## src/rtl/step_run_ctrl.sv

```systemverilog
// step_run_ctrl: single-step / free-run / PC-breakpoint controller that gates the CPU clock enable.
module step_run_ctrl #(
  parameter int RATE  = 25000000,
  parameter int DIV_W = 26,
  parameter int PC_W  = 32,
  parameter int CNT_W = 16
) (
  input  logic             CLK,
  input  logic             RST,
  input  logic             BTN_STEP,
  input  logic             BTN_RUN,
  input  logic             BP_EN,
  input  logic [PC_W-1:0]  BP_ADDR,
  input  logic [PC_W-1:0]  PC,
  output logic             CPU_CE,
  output logic [1:0]       MODE,
  output logic             HALTED,
  output logic [CNT_W-1:0] STEP_CNT
);
  localparam logic [1:0] S_STOP = 2'b00, S_STEP = 2'b01, S_RUN = 2'b10, S_BREAK = 2'b11;
  localparam logic [DIV_W-1:0] LAST = DIV_W'(RATE - 1);
  logic [1:0] state_q, state_d;
  // bit 0 holds the latest button sample, bit 1 the one before it
  logic [1:0] step_q, run_q;
  logic [DIV_W-1:0] div_q, div_d;
  logic [CNT_W-1:0] cnt_q, cnt_d;
  logic ce_q, ce_d, skip_q, skip_d;
  logic step_e, run_e, tick, bp_hit;
  assign step_e = step_q[0] & ~step_q[1];
  assign run_e  = run_q[0] & ~run_q[1];
  assign tick   = div_q == LAST;
  assign bp_hit = BP_EN && (PC == BP_ADDR) && !skip_q;
  always_comb begin
    state_d = state_q;
    div_d   = div_q;
    skip_d  = skip_q;
    ce_d    = 1'b0;
    case (state_q)
      S_STOP: begin
        if (run_e) begin
          state_d = S_RUN;
          div_d   = '0;
        end else if (step_e) begin
          state_d = S_STEP;
          ce_d    = 1'b1;
        end
      end
      S_STEP: state_d = S_STOP;
      S_RUN: begin
        if (run_e) state_d = S_STOP;
        else begin
          div_d = tick ? '0 : div_q + 1'b1;
          if (tick && bp_hit) state_d = S_BREAK;
          else if (tick) begin
            ce_d   = 1'b1;
            skip_d = 1'b0;
          end
        end
      end
      default: begin
        // resuming from a breakpoint must execute the instruction sitting on it
        if (run_e) begin
          state_d = S_RUN;
          div_d   = '0;
          skip_d  = 1'b1;
        end else if (step_e) begin
          state_d = S_STEP;
          ce_d    = 1'b1;
        end
      end
    endcase
    cnt_d = cnt_q + CNT_W'(ce_d);
  end
  always_ff @(posedge CLK or negedge RST) begin
    if (!RST) begin
      state_q <= S_STOP;
      step_q  <= 2'b11;
      run_q   <= 2'b11;
      div_q   <= '0;
      cnt_q   <= '0;
      ce_q    <= 1'b0;
      skip_q  <= 1'b0;
    end else begin
      state_q <= state_d;
      step_q  <= {step_q[0], BTN_STEP};
      run_q   <= {run_q[0], BTN_RUN};
      div_q   <= div_d;
      cnt_q   <= cnt_d;
      ce_q    <= ce_d;
      skip_q  <= skip_d;
    end
  end
  assign CPU_CE   = ce_q;
  assign MODE     = state_q;
  assign HALTED   = state_q == S_BREAK;
  assign STEP_CNT = cnt_q;
endmodule

```

## config.mk

```make
export PLATFORM = sky130hd
export DESIGN_NAME = step_run_ctrl
export DESIGN_NICKNAME = d
export VERILOG_FILES = /design/src/rtl/step_run_ctrl.sv
export SDC_FILE = /design/constraint.sdc
export NUM_CORES = 1
export LEC_CHECK = 0
export CAP_MARGIN = 20
export CORE_AREA = 2 2 72 108
export DETAILED_ROUTE_END_ITERATION = 10
export DIE_AREA = 0 0 74 110
export PLACE_DENSITY = 0.82
export SLEW_MARGIN = 20
export SYNTH_ARGS = -nofsm -noshare
export SYNTH_HDL_FRONTEND = slang
export SYNTH_SLANG_ARGS = --single-unit
```

## constraint.sdc

```tcl
create_clock -name CLK -period 2.8 [get_ports CLK]
set_clock_uncertainty 0.1 [all_clocks]
set_input_delay 0.84 -clock CLK [delete_from_list [all_inputs] [get_ports CLK]]
set_output_delay 0.84 -clock CLK [all_outputs]
set_load 0.01 [all_outputs]
```

==> impl_metrics.env, run 1 <==
export IMPL_r2r_start="div_q[6]"
export IMPL_dp_slack_ns=-0.647
export IMPL_dr_pass1_iters=6
export IMPL_drtAntennaViolNets=0
export IMPL_status="finished, final reports clean"
export IMPL_nNetsFinal=520
export IMPL_gp_congestion=0.839
export IMPL_finalInstanceArea_sq_mm=0.00444
export IMPL_fin_tns_setup_ns=0
export IMPL_ys_flop_type="dfrtp_1"
export IMPL_final_cell_mix="dlygate4sd2_1 (52), dfrtp_1 (46), buf_4 (39)"
export IMPL_hold_viol_final=0
export IMPL_worstPathArrival_ns=2.90
export IMPL_wl_um=8000
export IMPL_core_area_sq_mm=0.00718
export IMPL_reg2reg_slack_ns=0.10
export IMPL_r2r_end="STEP_CNT[13]"
export IMPL_grt_use_total_pct=20.5
export IMPL_ys_seq_elements=50
export IMPL_fin_crit_ns=2.76
export IMPL_die_h_um=110
export IMPL_relSlewSlack_pct=43.3
export IMPL_clockRootBuffer="clkbuf_8"
export IMPL_maxCapViolCount=0
export IMPL_final_common_cell="dlygate4sd2_1"
export IMPL_n_antenna_cell=0
export IMPL_fp_dieW_um=74
export IMPL_reg2reg_depth=11
export IMPL_hold_end="step_q[1]"
export IMPL_power_density_mw_per_mm2=494
export IMPL_drive_above_1_share_pct=23.1
export IMPL_cp_end_kind="register"
export IMPL_yosys_warnings=0
export IMPL_dieArea_sq_mm=0.00814
export IMPL_setup_ws_ns=0.0362
export IMPL_cts_tree="yes"
export IMPL_cp_required_ns=2.93
export IMPL_clk_path_buf_depth=2
export IMPL_max_freq_ghz=0.362
export IMPL_synth_nets=394
export IMPL_synth_area_sq_mm=0.00302
export IMPL_ir_drop_uv=445
export IMPL_clock_sinks=50
export IMPL_htree_levels=2
export IMPL_ios=89
export IMPL_insertion_delay_ns=0.31
export IMPL_grt_antenna_before_repair=0
export IMPL_hold_start="step_q[0]"
export IMPL_drc=0
export IMPL_fin_crit_sh_pct=98.7
export IMPL_placed_cell_area_sq_mm=0.00418
export IMPL_maxSlewViolCount=0
export IMPL_synth_cell_type_count=51
export IMPL_start_util_pct=42.0
export IMPL_numCtsBuffers=5
export IMPL_worst_pin_slew_ns=0.851
export IMPL_gr_total_overflow=0
export IMPL_leakage_nw=1.93
export IMPL_first_global_vias=2965
export IMPL_vias=2872
export IMPL_ys_seq_area_share_pct=41.6
export IMPL_async_flop_share_pct=100
export IMPL_vias_per_cell=5.27
export IMPL_fillers=554
export IMPL_worstSetupStartpointType="primary input"
export IMPL_synth_edf_count=0
export IMPL_grt_pass1_wl_um=13200
export IMPL_num_rows=38
export IMPL_setup_viol=0
export IMPL_hp_class="reg -> reg"
export IMPL_dpl_hpwl_um=5830
export IMPL_drt_iter0_markers=183
export IMPL_grt_start_max_net_pins=40
export IMPL_syn_inst=318
export IMPL_holdWs_ns=0.277
export IMPL_criticalPathCategory="in -> reg"
export IMPL_avgRoutedWirePerCell_um=14.7
export IMPL_avgSynthCellArea_sq_um=9.49
export IMPL_worstHoldPathCells=0
export IMPL_clkSlewWorstSetupHoldPaths_ns=0.09
export IMPL_io_buffers=88
export IMPL_cp_max_fo=4
export IMPL_syn2layout_area_growth_pct=47.3
export IMPL_final_core_util_pct=61.9
[sequential cells by signal, summed over array words and instances (netlist names)]
| name | flops |
|---|---|
| skip_q | 1 |
| step_q | 2 |
| run_q | 2 |
| MODE | 2 |
| CPU_CE | 1 |
| div_q | 26 |
| STEP_CNT | 16 |
[final cells by class]
type / instances / area [sq um] / area share [%]
Inverter: 14 / 52.6 / 1.18
Clock inverter: 3 / 45.0 / 1.01
Timing Repair Buffer: 128 / 1080 / 24.2
Tap cell: 100 / 125 / 2.82
Multi-Input combinational cell: 245 / 1820 / 40.9
Sequential cell: 50 / 1260 / 28.3
Clock buffer: 5 / 68.8 / 1.55
[cell usage after synthesis (2+ instances only)]
library cell	n	area share, %
nor3_2	2	0.66
xor2_1	11	3.2
a2111o_1	2	0.75
nor4_1	9	1.9
o21ai_0	20	3.3
nand2_1	22	2.7
or3_1	3	0.62
dfstp_2	4	3.5
a21o_1	4	1.0
nor2b_1	8	1.7
buf_2	2	0.33
nor3_1	6	1.0
nand3_1	21	3.5
buf_4	4	1.0
inv_1	14	1.7
o2111ai_1	2	0.58
o21ai_1	2	0.33
a21oi_1	11	1.8
nand4_1	15	3.1
dfrtp_1	46	38
a31oi_1	4	0.83
nor2_1	19	2.4
ha_1	7	2.9
o221ai_1	2	0.58
and3_1	12	2.5
xnor2_1	36	10
nand2b_1	6	1.2
[critical path: stages]
cell	delay, ns
dlygate4sd2_1	0.22
nor2b_1	0.05
a2111o_1	0.38
nor4_2	0.19
nand2_1	0.14
o2111ai_2	0.23
a21oi_2	0.11
ha_2	0.23
and3_4	0.20
nand2_4	0.08
nor2_4	0.05
nand3_2	0.08
xnor2_2	0.11
[per-stage QoR]
step,std cells,total power [mW]
6_report,545,2.20
5_1_grt,545,2.33
4_1_cts,544,2.18
3_5_place_dp,522,1.66
3_3_place_gp,522,1.64
2_1_floorplan,318,1.30
[kinds of logic (layout without fill, tap and decap cells)]
| group | after synthesis | in the layout | synth area share [%] |
|---|---|---|---|
| mux | 2 | 2 | 0.705 |
| buf+inv | 23 | 150 | 3.73 |
| fa+ha+maj | 7 | 7 | 2.90 |
| xor+xnor | 47 | 47 | 13.6 |
| flops | 50 | 50 | 41.6 |
| simple gates | 136 | 136 | 26.1 |
| compound gates | 53 | 53 | 11.2 |
[worst max-delay path by stage]
| stage | from | cells past startpoint | to | slack, ns |
|---|---|---|---|---|
| after floorplan | BP_ADDR[17] | 12 | STEP_CNT[15] | 0.005 |
| after global placement | BP_EN | 13 | STEP_CNT[12] | -0.61 |
| final | PC[13] | 13 | STEP_CNT[13] | 0.04 |
| after global routing | PC[19] | 13 | STEP_CNT[12] | -0.06 |
| after CTS | BP_ADDR[0] | 13 | STEP_CNT[13] | 0.002 |
| after detailed placement | BP_EN | 12 | STEP_CNT[4] | -0.65 |
[report_power, final]
group	internal [mW]	switching (mW)
clock network	0.266	0.250
registers	0.788	0.0848
logic	0.385	0.421
total	1.44	0.756
[layer usage]
layer / GRT usage, % / routed length, um / part of all wire (%)
met1: 23.3 / 2940 / 37
met2: 37.2 / 4540 / 57
met3: 3.27 / 320 / 4.0
met4: 8.70 / 206 / 2.6
met5: 0 / 0 / 0
[repair_timing]
item | 4_1_cts | 5_1_grt
buffers inserted | 14 | 1
setup endpoints to repair | 15 | 10
endpoints found under the hold margin | 0 | 0
resized for setup | 88 | 27
pin swaps | 40 | 14
hold buffers | 0 | 0
Power figures use the tool's default switching activity.
==> run 2, diff against run 1 <==
- GPL_ROUTABILITY_DRIVEN: unset -> 0
==> results of run 2 <==
Same layout as run 1: the final DEF is identical, and so are final timing and power.
